--- config.mk ---
export PLATFORM = sky130hd
export DESIGN_NAME = alu_share_arbiter
export DESIGN_NICKNAME = d
export VERILOG_FILES = /design/src/rtl/alu_share_arbiter.sv
export SDC_FILE = /design/constraint.sdc
export NUM_CORES = 1
export LEC_CHECK = 0
export ABC_AREA = 0
export BUFFER_PORTS_ARGS = -buffer_cell sky130_fd_sc_hd__buf_2
export CORE_AREA = 2 2 122 124
export DETAILED_ROUTE_END_ITERATION = 8
export DIE_AREA = 0 0 124 126
export PLACE_DENSITY = 0.73
export SLEW_MARGIN = 20
export SYNTH_ARGS = -nofsm -noshare
export SYNTH_HDL_FRONTEND = slang
export SYNTH_SLANG_ARGS = --single-unit
--- constraint.sdc ---
create_clock -name clk -period 3.9 [get_ports clk]
set_input_delay 0.195 -clock clk [delete_from_list [all_inputs] [get_ports clk]]
set_output_delay 0.195 -clock clk [all_outputs]
set_load 0.01 [all_outputs]
--- src/rtl/alu_share_arbiter.sv ---
// Round-robin sharing of one combinational ALU between two valid/ready requesters.
// Operands and result are registered; one operation is in flight at a time (IDLE -> EXEC -> RESP).
module alu_share_arbiter #(
  parameter int DATA_W = 32,
  parameter int OP_W   = 6
) (
  input  logic              clk,
  input  logic              rst,
  input  logic              req0_valid,
  output logic              req0_ready,
  input  logic [DATA_W-1:0] req0_a,
  input  logic [DATA_W-1:0] req0_b,
  input  logic [OP_W-1:0]   req0_op,
  input  logic              req1_valid,
  output logic              req1_ready,
  input  logic [DATA_W-1:0] req1_a,
  input  logic [DATA_W-1:0] req1_b,
  input  logic [OP_W-1:0]   req1_op,
  output logic [DATA_W-1:0] alu_a,
  output logic [DATA_W-1:0] alu_b,
  output logic [OP_W-1:0]   alu_opcode,
  input  logic [DATA_W-1:0] alu_c,
  output logic              rsp0_valid,
  input  logic              rsp0_ready,
  output logic [DATA_W-1:0] rsp0_data,
  output logic              rsp1_valid,
  input  logic              rsp1_ready,
  output logic [DATA_W-1:0] rsp1_data,
  output logic              busy
);

  typedef enum logic [1:0] {IDLE, EXEC, RESP} state_t;

  state_t            state_q, state_d;
  logic [DATA_W-1:0] op_a_q, op_a_d;
  logic [DATA_W-1:0] op_b_q, op_b_d;
  logic [OP_W-1:0]   op_code_q, op_code_d;
  logic [DATA_W-1:0] res_q, res_d;
  logic              owner_q, owner_d;
  logic              last_grant_q, last_grant_d;
  logic              grant;

  always_ff @(posedge clk or posedge rst) begin
    if (rst) begin
      state_q      <= IDLE;
      op_a_q       <= '0;
      op_b_q       <= '0;
      op_code_q    <= '0;
      res_q        <= '0;
      owner_q      <= 1'b0;
      last_grant_q <= 1'b1;
    end else begin
      state_q      <= state_d;
      op_a_q       <= op_a_d;
      op_b_q       <= op_b_d;
      op_code_q    <= op_code_d;
      res_q        <= res_d;
      owner_q      <= owner_d;
      last_grant_q <= last_grant_d;
    end
  end

  always_comb begin
    state_d      = state_q;
    op_a_d       = op_a_q;
    op_b_d       = op_b_q;
    op_code_d    = op_code_q;
    res_d        = res_q;
    owner_d      = owner_q;
    last_grant_d = last_grant_q;
    req0_ready   = 1'b0;
    req1_ready   = 1'b0;

    // A tie goes to the port that was not served last.
    grant = 1'b0;
    if (req0_valid && req1_valid) grant = ~last_grant_q;
    else if (req1_valid)          grant = 1'b1;

    unique case (state_q)
      IDLE: begin
        req0_ready = req0_valid && !grant;
        req1_ready = req1_valid && grant;
        if (req0_ready || req1_ready) begin
          op_a_d       = grant ? req1_a  : req0_a;
          op_b_d       = grant ? req1_b  : req0_b;
          op_code_d    = grant ? req1_op : req0_op;
          owner_d      = grant;
          last_grant_d = grant;
          state_d      = EXEC;
        end
      end
      EXEC: begin
        res_d   = alu_c;
        state_d = RESP;
      end
      RESP: begin
        if (owner_q ? rsp1_ready : rsp0_ready) state_d = IDLE;
      end
      default: state_d = IDLE;
    endcase
  end

  // The ALU inputs come straight from the operand registers, so they only move on accept.
  assign alu_a      = op_a_q;
  assign alu_b      = op_b_q;
  assign alu_opcode = op_code_q;

  assign rsp0_valid = (state_q == RESP) && !owner_q;
  assign rsp1_valid = (state_q == RESP) && owner_q;
  assign rsp0_data  = res_q;
  assign rsp1_data  = res_q;
  assign busy       = (state_q != IDLE);

endmodule

---- Word level (Yosys, flattened, before mapping) ----
Index checks and enable logic that the tools add are counted.
cells by class
  eq/ne operators ......................... 4
  mux-type cells .......................... 11
  bitwise operators ....................... 1
  reduce and logical (&&, ||, !) cells .... 12
operators by type and width
  kind                                                                    count
  32-bit two-way mux                                                      2
  6-bit two-way mux                                                       1
  2-bit one-hot mux with 3 select lines                                   1
  1-bit logical AND                                                       5
  1-bit two-way mux                                                       5
  2-bit two-way mux                                                       2
  2-bit != test (second input constant)                                   2
  2-bit AND reduction                                                     2
  2-bit by 1-bit equality test with 1-bit output (second input constant)  1
  2-bit equality test (second input constant)                             1
  1-bit zero test                                                         2
  2-bit zero test                                                         1
  2-bit nonzero test                                                      1
  1-bit logical OR                                                        1
  1-bit NOT                                                               1
storage, ports and cells
  flip-flop bits (word level) ............. 106
  input port bits ......................... 178
  output and inout port bits .............. 139
  logic and storage cells ................. 35

---- Logic depth before layout (Yosys ltp) ----
  depth in word-level cells ............... 7
  depth in mapped cells ................... 5
  mapped depth without buffers ............ 3

---- Worst setup path after synthesis ----
OpenSTA, ideal clock, no wires.
  path type ............................... reg2reg
  start point ............................. register last_grant_q
  end point ............................... register op_b_q[0], in the netlist alu_b[0]
  setup time .............................. 0.125 ns
  arrival time ............................ 1.498 ns
  required time ........................... 3.775 ns
  slack ................................... 2.277 ns
  cell stages (with the launch flop) ...... 6
  buffers on the path ..................... 2
  clock period less this slack ............ 1.623 ns
  cells stage by stage .................... dfstp_2 a21bo_1 buf_6 buf_6 mux2_4 mux2_4
between the ends
  word-level cells in the longest chain between the ends .. 6
  elaborated cells between the ends (all ways) .. 8
  those cells by class .................... mux (2); bitwise (1); reduce/logical (5)
ends and longest elaborated chain
  element                        line  text
  from (decl)                    40    logic last_grant_q, last_grant_d;
  from (signal assigned)         59    last_grant_q <= last_grant_d;
  1-bit NOT (*)                  76    if (req0_valid && req1_valid) grant = ~last_grant_q;
  1-bit two-way mux (*)          76
  1-bit zero test                81    req0_ready = req0_valid && !grant;
  1-bit logical AND              81
  1-bit logical OR               83    if (req0_ready || req1_ready) begin
  2-bit AND reduction (no line)  -
  to (signal assigned)           55    op_b_q <= op_b_d;
  to (decl)                      36    logic [DATA_W-1:0] op_b_q, op_b_d;
Every way passes the cells marked *; elsewhere a longest branch is shown, timed or not.
A chain may end at the register's enable or synchronous reset.

---- Worst setup path in the final report ----
  start point ............................. register last_grant_q
  end point ............................... register op_a_q[29], in the netlist alu_a[29]
between the ends
  word-level cells in the longest chain between the ends .. 6
  elaborated cells between the ends (all ways) .. 8
  those cells by class .................... mux (2); bitwise (1); reduce/logical (5)
ends and longest elaborated chain
  element                        line  text
  1-bit NOT (*)                  76
  1-bit two-way mux (*)          76
  1-bit zero test                81
  1-bit logical AND              81
  1-bit logical OR               83
  2-bit AND reduction (no line)  -
  to (signal assigned)           54    op_a_q <= op_a_d;
  to (decl)                      35    logic [DATA_W-1:0] op_a_q, op_a_d;
Marked as above.

==> results.yml <==
clock_network:
  clock_sinks: 106
  cts_made_buffers: 9
  htreeDepth: 3
  post-cts-setup-buffers: 0
  cts_tree: "done"
  worstSkewPairLatency_ns: 0.34
  cts_buffer_depth: 2
  cts.hold.buffers_added: 0
  clockRootBuffer: "clkbuf_16"
  post_cts_resized: 0
  path_clk_slew_ns: 0.07
synthesis:
  synthCells: 347
  yosysWarnings: 0
  synth_area_sq_um: 5619
  synth_edf_count: 0
  synth_seq_cells: 106
  syn-num-nets: 525
  ys.flop_type: "dfrtp_1"
  synth_common_cells: "mux2_4 (134), dfrtp_1 (105), buf_4 (39), mux2_2 (39), buf_8 (6)"
  yosys.area.top_type: "dfrtp_1"
  synth_top_area_frac: 0.4676
  netlist-cell-type-count: 19
  synth_most_common_cell: "mux2_4"
  synth_area_leaders: "dfrtp_1 (47%), mux2_4 (36%), mux2_2 (7.8%)"
  yosysSeqAreaShare: 0.4723
  avgSynthCellArea_sq_um: 16.19
  async_reset_ff_frac: 1.000
cells_and_area:
  seq_area_sq_um: 2654
  final_cells: 815
  drive_gt1_frac: 0.8130
  finalNetCount: 804
  fill_cells: 1256
  multi_input_area_sq_um: 2539
  area_delta_synth_final_pct: 31.37
  diodes: 0
critical_path:
  path_cells: "a21bo_4 -> buf_12 -> mux2_2 -> mux2_2"
  crit_fanout: 45
  worst_path_most_repeated_cell: "mux2_2"
  start_kind: "flop"
  critical_path_class: "reg2reg"
  max_stage_delay_ns: 0.55
  slowest_stage: "dfstp_2"
  arrival_ns: 2.46
  required_ns: 4.13
  cp-end-kind: "flop"
timing:
  tightestPinTransition_ns: 0.9619
  rsz0062_at_grt: "false"
  final-setup-viol-count: 0
  min_period_over_period: 0.5711
  min_period_ns: 2.227
  worst_clock_skew_ns: 0.009965
  max_freq_ghz: 0.4489
  maxSlewViolCount: 0
  final_hold_viol_count: 0
  max-slew-margin-rel: 0.3587
  finalSetupTns_ns: 0
run_status:
  outcome: "completed"
power:
  power_density_nw_per_um2: 798.1
  ir_worst_vdd_v: 0.0002712
  p_leak_uw: 0.003977
route:
  viasPerCell: 4.553
  vias: 3711
  drtIter0Drc: 77
  ant_nets: 0
  first_pass_iters: 4
  wire_per_inst_um: 15.14
  drc: 0
  wirelength_um: 12340
min_path:
  hold_path_class: "in2reg"
floorplan:
  die_area_sq_um: 15620
  die_width_um: 124
  start_util: 0.3926
  rows: 44
  ios: 317
  coreArea_sq_um: 14310
  die_h_um: 126
placement:
  hpwlAfterDp_um: 9395
  io_buffers: 316
  gp_congestion: 0.7303
  numPlacedInstances: 799
global_route:
  grtUsageTotal: 0.1531
  grt_pass1_vias: 3932
  antenna_found_initial: 0
  grt_overflow: 0
  grt_max_degree: 81
  grt_pass1_wl_um: 18680
flow_run:
  drv_cap: 0
==> report_power, final <==
group / internal (uW) / switching [uW] / total, uW
Sequential: 1680 / 347 / 2030
Clock: 524 / 408 / 932
Combinational: 1670 / 1260 / 2930
==> sequential cells by signal (all words and copies together), names as in the netlist <==
name,flops
state_q,2
last_grant_q,1
owner_q,1
rsp0_data,32
alu_opcode,6
alu_a,32
alu_b,32
==> cells by family after synthesis <==
logic type	share of synthesized area
compound gates	0.007126
buf+inv	0.07838
flops	0.4723
mux	0.4362
simple gates	0.006012
==> path summary, 6_finish.rpt <==
path                              start       endpoint  slack (ns)  cells after the start
min reg2reg                   alu_b[27]      alu_b[27]        0.51                      1
min in group asynchronous           rst       alu_b[6]        0.08                      2
max reg2reg                last_grant_q      alu_a[29]        1.67                      4
max                        last_grant_q      alu_a[29]        1.67                      4
min                          req0_valid   last_grant_q        0.07                      2
max in group asynchronous           rst  rsp0_data[30]        2.90                      3
==> cells in the final DEF, fill, tap and decap left out, drive strengths merged, types with 2 or more instances in the layout <==
cell      n
mux2    173
dfrtp   105
buf     320
nand2b    2
inv       7
clkbuf   10
nor2      4
==> final cells by class <==
class                           count  area share
Timing Repair Buffer              320      0.2217
Clock inverter                      6    0.009492
Sequential cell                   106      0.3595
Multi-Input combinational cell    186      0.3439
Clock buffer                       10     0.03237
Inverter                            3    0.001864
Tap cell                          184     0.03119
==> critical path: cells and delay by family (launching register included) <==
kind,cells,cell delay (ns)
AO/OA/AOI/OAI,1,0.50
flip-flops,1,0.55
buffers and inverters,1,0.39
multiplexers,2,0.65
==> routing by layer <==
metal,vias to the layer above,global-route usage,part of all wire
met4,0,0.05354,0.013
met3,11,0.02989,0.071
met2,189,0.2860,0.53
li1,1742,-,-
met5,-,0,0
met1,1769,0.1698,0.38
==> stage by stage <==
stage	utilization	hold slack, ns	total power, uW	setup slack (ns)	instance area, sq um
after floorplan	-	0.2579	4209	0.9178	5619
after global placement	0.4941	0.4109	4936	1.723	7073
after detailed placement	0.4941	0.4174	5019	1.659	7073
after CTS	0.5157	0.04681	5982	1.643	7382
after global routing	0.5157	0.06494	6291	1.598	7382
final	0.5157	0.06578	5892	1.673	7382
(Power assumes the default switching activity.)
